===== src/rtl/fifo_rr_push_arbiter_pkg.sv =====
// rtl/fifo_rr_push_arbiter_pkg.sv - shared defaults, entry type and index helper for the push arbiter
package fifo_rr_push_arbiter_pkg;

    localparam int unsigned NUM_REQ_DEF    = 4;
    localparam int unsigned DATA_WIDTH_DEF = 32;
    localparam int unsigned DEPTH_DEF      = 8;
    localparam int unsigned QUOTA_DEF      = 4;
    localparam int unsigned ID_W_DEF       = $clog2(NUM_REQ_DEF);

    typedef struct packed {
        logic [ID_W_DEF-1:0]       id;
        logic [DATA_WIDTH_DEF-1:0] data;
    } entry_t;

    // Modulo-n increment that works for non-power-of-two ranges.
    function automatic int unsigned wrap_inc(input int unsigned idx, input int unsigned n);
        return (idx == n - 1) ? 0 : idx + 1;
    endfunction

endpackage


===== src/rtl/cva6_fifo_v3.sv =====
// rtl/cva6_fifo_v3.sv - entry storage FIFO with synchronous clear and non-power-of-two wrap
module cva6_fifo_v3
    import fifo_rr_push_arbiter_pkg::*;
#(
    parameter bit          FALL_THROUGH = 1'b0,
    parameter int unsigned DATA_WIDTH   = 32,
    parameter int unsigned DEPTH        = 8,
    parameter type         dtype        = logic [DATA_WIDTH-1:0],
    parameter bit          FPGA_EN      = 1'b0,
    parameter int unsigned ADDR_DEPTH   = (DEPTH > 1) ? $clog2(DEPTH) : 1
) (
    input  logic                  clk_i,
    input  logic                  rst_ni,
    input  logic                  flush_i,
    input  logic                  testmode_i,
    output logic                  full_o,
    output logic                  empty_o,
    output logic [ADDR_DEPTH-1:0] usage_o,
    input  dtype                  data_i,
    input  logic                  push_i,
    output dtype                  data_o,
    input  logic                  pop_i
);

    logic [ADDR_DEPTH-1:0] rd_ptr_q, rd_ptr_d;
    logic [ADDR_DEPTH-1:0] wr_ptr_q, wr_ptr_d;
    logic [ADDR_DEPTH:0]   status_cnt_q, status_cnt_d;
    logic                  do_write;
    logic                  unused_testmode;
    dtype                  mem_q [DEPTH];

    assign unused_testmode = testmode_i;

    assign full_o   = (status_cnt_q == (ADDR_DEPTH+1)'(DEPTH));
    assign empty_o  = (status_cnt_q == '0) & ~(FALL_THROUGH & push_i);
    // Deliberately truncated when the FIFO holds exactly DEPTH entries.
    assign usage_o  = status_cnt_q[ADDR_DEPTH-1:0];
    assign do_write = push_i & ~full_o;

    always_comb begin
        rd_ptr_d     = rd_ptr_q;
        wr_ptr_d     = wr_ptr_q;
        status_cnt_d = status_cnt_q;
        data_o       = mem_q[rd_ptr_q];
        if (do_write) begin
            wr_ptr_d     = ADDR_DEPTH'(wrap_inc(32'(wr_ptr_q), DEPTH));
            status_cnt_d = status_cnt_d + 1'b1;
        end
        if (pop_i && !empty_o) begin
            rd_ptr_d     = ADDR_DEPTH'(wrap_inc(32'(rd_ptr_q), DEPTH));
            status_cnt_d = status_cnt_d - 1'b1;
        end
        if (FALL_THROUGH && (status_cnt_q == '0) && push_i) begin
            data_o = data_i;
            if (pop_i) begin
                rd_ptr_d     = rd_ptr_q;
                wr_ptr_d     = wr_ptr_q;
                status_cnt_d = status_cnt_q;
            end
        end
    end

    always_ff @(posedge clk_i) begin
        if (!rst_ni || flush_i) begin
            rd_ptr_q     <= '0;
            wr_ptr_q     <= '0;
            status_cnt_q <= '0;
        end else begin
            rd_ptr_q     <= rd_ptr_d;
            wr_ptr_q     <= wr_ptr_d;
            status_cnt_q <= status_cnt_d;
        end
    end

    always_ff @(posedge clk_i) begin
        if (do_write) begin
            mem_q[wr_ptr_q] <= data_i;
        end
    end

endmodule


===== src/rtl/fifo_rr_push_arbiter.sv =====
// rtl/fifo_rr_push_arbiter.sv - round-robin, quota-limited push arbiter in front of a shared tagged FIFO
module fifo_rr_push_arbiter
    import fifo_rr_push_arbiter_pkg::*;
#(
    parameter int unsigned NUM_REQ    = NUM_REQ_DEF,
    parameter int unsigned DATA_WIDTH = DATA_WIDTH_DEF,
    parameter int unsigned DEPTH      = DEPTH_DEF,
    parameter int unsigned QUOTA      = QUOTA_DEF,
    parameter int unsigned ID_W       = $clog2(NUM_REQ),
    parameter int unsigned CNT_W      = $clog2(DEPTH + 1)
) (
    input  logic                                clk_i,
    input  logic                                rst_ni,
    input  logic                                flush_i,
    input  logic [NUM_REQ-1:0]                  req_valid_i,
    input  logic [NUM_REQ-1:0][DATA_WIDTH-1:0]  req_data_i,
    output logic [NUM_REQ-1:0]                  req_ready_o,
    output logic                                out_valid_o,
    output logic [DATA_WIDTH-1:0]               out_data_o,
    output logic [ID_W-1:0]                     out_id_o,
    input  logic                                out_ready_i,
    output logic [NUM_REQ-1:0][CNT_W-1:0]       occupancy_o,
    output logic [CNT_W-1:0]                    usage_o
);

    localparam int unsigned ADDR_W = (DEPTH > 1) ? $clog2(DEPTH) : 1;

    // Same layout as the package entry_t, sized by this instance's parameters.
    typedef struct packed {
        logic [ID_W-1:0]       id;
        logic [DATA_WIDTH-1:0] data;
    } arb_entry_t;

    logic [NUM_REQ-1:0][CNT_W-1:0] cnt_q, cnt_d;
    logic [CNT_W-1:0]              total_q, total_d;
    logic [ID_W-1:0]               rr_ptr_q, rr_ptr_d;
    logic [NUM_REQ-1:0]            elig;
    logic [ID_W-1:0]               winner;
    logic                          grant_valid;
    logic                          full;
    logic                          push;
    logic                          pop;
    logic                          clear;
    arb_entry_t                    push_entry;
    arb_entry_t                    head_entry;
    logic                          fifo_full;
    logic                          fifo_empty;
    logic [ADDR_W-1:0]             fifo_usage;

    assign clear = flush_i | ~rst_ni;
    assign full  = (total_q == CNT_W'(DEPTH));

    always_comb begin
        for (int unsigned i = 0; i < NUM_REQ; i++) begin
            elig[i] = req_valid_i[i] & (cnt_q[i] < CNT_W'(QUOTA)) & ~full & ~flush_i & rst_ni;
        end
    end

    // Scan starts at rr_ptr and wraps; first eligible requester wins.
    always_comb begin
        int unsigned idx;
        idx         = 0;
        grant_valid = 1'b0;
        winner      = '0;
        for (int unsigned k = 0; k < NUM_REQ; k++) begin
            idx = 32'(rr_ptr_q) + k;
            if (idx >= NUM_REQ) begin
                idx = idx - NUM_REQ;
            end
            if (!grant_valid && elig[idx[ID_W-1:0]]) begin
                grant_valid = 1'b1;
                winner      = idx[ID_W-1:0];
            end
        end
    end

    always_comb begin
        req_ready_o = '0;
        if (grant_valid) begin
            req_ready_o[winner] = 1'b1;
        end
    end

    assign push             = |req_ready_o;
    assign out_valid_o      = (total_q != '0) & ~flush_i & rst_ni;
    assign pop              = out_valid_o & out_ready_i;
    assign push_entry.id    = winner;
    assign push_entry.data  = req_data_i[winner];

    always_comb begin
        cnt_d    = cnt_q;
        total_d  = total_q;
        rr_ptr_d = rr_ptr_q;
        if (push) begin
            cnt_d[winner] = cnt_d[winner] + 1'b1;
            total_d       = total_d + 1'b1;
            rr_ptr_d      = ID_W'(wrap_inc(32'(winner), NUM_REQ));
        end
        if (pop) begin
            cnt_d[head_entry.id] = cnt_d[head_entry.id] - 1'b1;
            total_d              = total_d - 1'b1;
        end
    end

    always_ff @(posedge clk_i) begin
        if (clear) begin
            cnt_q    <= '0;
            total_q  <= '0;
            rr_ptr_q <= '0;
        end else begin
            cnt_q    <= cnt_d;
            total_q  <= total_d;
            rr_ptr_q <= rr_ptr_d;
        end
    end

    cva6_fifo_v3 #(
        .FALL_THROUGH (1'b0),
        .DATA_WIDTH   (DATA_WIDTH),
        .DEPTH        (DEPTH),
        .dtype        (arb_entry_t),
        .FPGA_EN      (1'b0)
    ) i_entry_fifo (
        .clk_i      (clk_i),
        .rst_ni     (1'b1),
        .flush_i    (clear),
        .testmode_i (1'b0),
        .full_o     (fifo_full),
        .empty_o    (fifo_empty),
        .usage_o    (fifo_usage),
        .data_i     (push_entry),
        .push_i     (push),
        .data_o     (head_entry),
        .pop_i      (pop)
    );

    assign out_data_o  = head_entry.data;
    assign out_id_o    = head_entry.id;
    assign occupancy_o = cnt_q;
    assign usage_o     = total_q;

    // The local counters must track the storage's own bookkeeping exactly.
    always_ff @(posedge clk_i) begin
        if (rst_ni && !flush_i) begin
            assert (fifo_full == full);
            assert (fifo_empty == (total_q == '0));
            assert (fifo_usage == total_q[ADDR_W-1:0]);
            assert (total_q <= CNT_W'(DEPTH));
            for (int unsigned i = 0; i < NUM_REQ; i++) begin
                assert (cnt_q[i] <= CNT_W'(QUOTA));
            end
        end
    end

endmodule


===== config.mk =====
export PLATFORM = sky130hd
export DESIGN_NAME = fifo_rr_push_arbiter
export DESIGN_NICKNAME = d
export VERILOG_FILES = /design/src/rtl/fifo_rr_push_arbiter_pkg.sv /design/src/rtl/cva6_fifo_v3.sv /design/src/rtl/fifo_rr_push_arbiter.sv
export SDC_FILE = /design/constraint.sdc
export NUM_CORES = 1
export LEC_CHECK = 0
export BUFFER_PORTS_ARGS = -buffer_cell sky130_fd_sc_hd__buf_2
export CORE_AREA = 4 4 169 171
export CTS_CLUSTER_SIZE = 8
export DETAILED_ROUTE_END_ITERATION = 10
export DIE_AREA = 0 0 173 175
export PLACE_DENSITY = 0.75
export SLEW_MARGIN = 10
export SYNTH_ARGS = -nofsm -noshare
export SYNTH_HDL_FRONTEND = slang
export SYNTH_SLANG_ARGS = --single-unit

===== constraint.sdc =====
create_clock -name clk_i -period 5.95 [get_ports clk_i]
set_input_delay 0 -clock clk_i [delete_from_list [all_inputs] [get_ports clk_i]]
set_output_delay 0 -clock clk_i [all_outputs]
set_load 0.005 [all_outputs]

==> flow_summary.yaml <==
global_route:
  overflow: 0
  grt_pass1_wl_um: 48600
  grt_max_degree: 65
  grt_util_all_layers: 0.205
  grt_pass1_vias: 8810
  antenna_found_initial: 0
clock_network:
  root_buffer: "clkbuf_16"
  cts_buffer_depth: 3
  cts_tree: "built"
  clk_transition_reported_paths_ps: 50
  htreeDepth: 2
  clk_latency_ps: 520
  numCtsBuffers: 44
  cts_sinks: 307
power_and_ir_drop:
  internal_power_mw: 3.84
  p_comb_frac: 0.052
  p_leak_nw: 5.80
  p_sw_frac: 0.201
  power_switching_uw: 965
  p_per_area_mw_per_mm2: 299
  pwr-share-clk: 0.448
  vdd_drop_max_v: 0.000190
  p_seq_frac: 0.500
hold_path:
  hold_class: "in -> reg"
  hp-start: "req_data_i[34]"
place:
  place_inst: 1392
  hpwl_um: 19200
  placed_area_sq_mm: 0.0148
  gp_congestion: 0.884
  pre_cts_ws_ps: 1540
  port_buffers: 194
routing:
  wl_um: 31400
  drtIter0Drc: 561
  vias: 8424
  drc: 0
  ant_nets: 0
  drt-wirelength-per-cell_um: 21.5
  firstDrtPassIters: 7
  vias_per_cell: 5.78
logic_synthesis:
  synthArstFlopShare: 0
  synth_edf_count: 272
  yosysMostFrequentCell: "edfxtp_1"
  synth_nets: 1040
  synth_top_area_share: 0.609
  yosys.area.top_type: "edfxtp_1"
  yosysUniqueCellTypes: 49
  netlist_top_cells_area: "edfxtp_1 (61%), mux4_2 (11%), dfxtp_1 (5.2%)"
  yosys_warnings: 0
  synthTopCellsByCount: "edfxtp_1 (272), nand2_1 (163), mux4_2 (68)"
  ys.flop_type: "edfxtp_1"
  ys_seq_elements: 307
  syn-cell-area_sq_mm: 0.0134
  avgSynthCellArea_sq_um: 15.1
  seq_area_frac_synth: 0.662
  syn_inst: 888
final_layout:
  fillers: 1995
  drive_gt1_frac: 0.349
  nets: 1254
  n_antenna_cell: 0
  fin_area_sq_mm: 0.0161
  stdcell_count: 1458
  synthToLayoutAreaGrowth_pct: 19.9
timing:
  post-route-period-util: 0.747
  slew_violations: 0
  fmax_mhz: 225
  finalSetupTns_ps: 0
  rsz0062_at_grt: "no"
  holdWs_ps: 18.3
  fin_skew_ps: 15.7
  setup_violations: 0
  min_period_ps: 4440
  worst_slack_ps: 1510
  relSlewSlack: 0.364
  finalHoldViolCount: 0
  max_slew.worst_pin.slew_ps: 927
floorplan:
  die_w_um: 173
  pin_count: 195
  rows: 60
  initial_utilization: 0.499
  coreArea_sq_mm: 0.0269
  dieArea_sq_mm: 0.0303
  die_h_um: 175
run_status:
  status: "finished clean"
critical_path:
  r2r_slack_ps: 1510
  cp.required_ps: 6400
  cp-startpoint: "usage_o[0]"
  worstPathArrival_ps: 4890
  r2r-start: "usage_o[0]"
  path_max_fanout: 25
  critPathKind: "reg -> reg"
  endpoint_kind: "register"
  start_kind: "register"
run:
  drv_cap: 0
-- power by group through the flow --
stage               clock, mW  sequential (mW)  combinational, mW
floorplan                   0             2.44              0.136
global placement            0             2.44              0.242
detailed placement          0             2.44              0.248
CTS                      2.19             2.40              0.253
global route             2.29             2.40              0.280
finish                   2.15             2.40              0.251
-- through the flow --
stage           util  power, mW
6_report       0.598       4.80
5_1_grt        0.598       4.97
4_1_cts        0.598       4.85
3_5_place_dp   0.552       2.69
3_3_place_gp   0.552       2.68
2_1_floorplan      -       2.57
-- registers in the layout, indices dropped and copies added (netlist names), named ones only --
register	flops
i_entry_fifo.mem_q	272
i_entry_fifo.rd_ptr_q	3
i_entry_fifo.status_cnt_q	4
i_entry_fifo.wr_ptr_q	3
occupancy_o	16
rr_ptr_q	2
usage_o	4
-- final timing paths --
check | cells after the start | endpoint
setup reg to reg | 17 | occupancy_o[2]
hold / removal | 3 | i_entry_fifo.mem_q[7][2]
hold reg to reg | 2 | register
setup / recovery | 17 | occupancy_o[2]
-- layout make-up --
type	count	area (sq um)	share of cell area
clock buffers	58	1160	0.0724
multi-input cells	513	4320	0.269
well taps	341	427	0.0266
flip-flops and latches	307	8870	0.552
repair buffers	220	1190	0.0741
inverters	16	60.1	0.00374
clock inverters	3	30.0	0.00187
-- cell usage in the layout, fill, tap and decap left out, types with 16 or more instances in the layout --
master and instances:
nor2_1 26, buf_4 20, and3_1 43, nand2_1 163, edfxtp_1 272, mux4_2 68
clkbuf_16 44, buf_2 194, ha_1 16, a31oi_1 35, dfxtp_1 32, mux2_2 37
-- worst max-delay path, cell delays in order (launching register included) --
cell	delay [ps]
dfxtp_1	400
inv_1	60
ha_1	200
nand3b_1	170
nand2_1	170
a221oi_4	680
inv_2	440
ha_1	330
and3_1	150
nand2_1	260
and3_1	220
a2111oi_2	60
a41oi_1	420
inv_1	90
ha_1	280
xor2_1	230
nand2_1	80
a21oi_1	130
-- kinds of logic after synthesis --
logic type / synth area share
buffers and inverters: 0.0194
and+or+nand+nor: 0.100
adders and majority gates: 0.0149
DFF: 0.662
AOI/OAI and AO/OA: 0.0388
muxes: 0.156
xor gates and xnor gates: 0.00915
-- layer usage --
layer  share of wire  GRT usage
met5               0          0
met4           0.021     0.0562
met3           0.081     0.0441
met2            0.49      0.352
met1            0.41      0.266
-- what timing repair did --
action                                 in CTS  in global routing
endpoints found under the hold margin      12                  0
buffers inserted                            0                  0
gates resized for setup                     0                  0
hold buffers                                5                  0
Power figures use the tool's default switching activity.
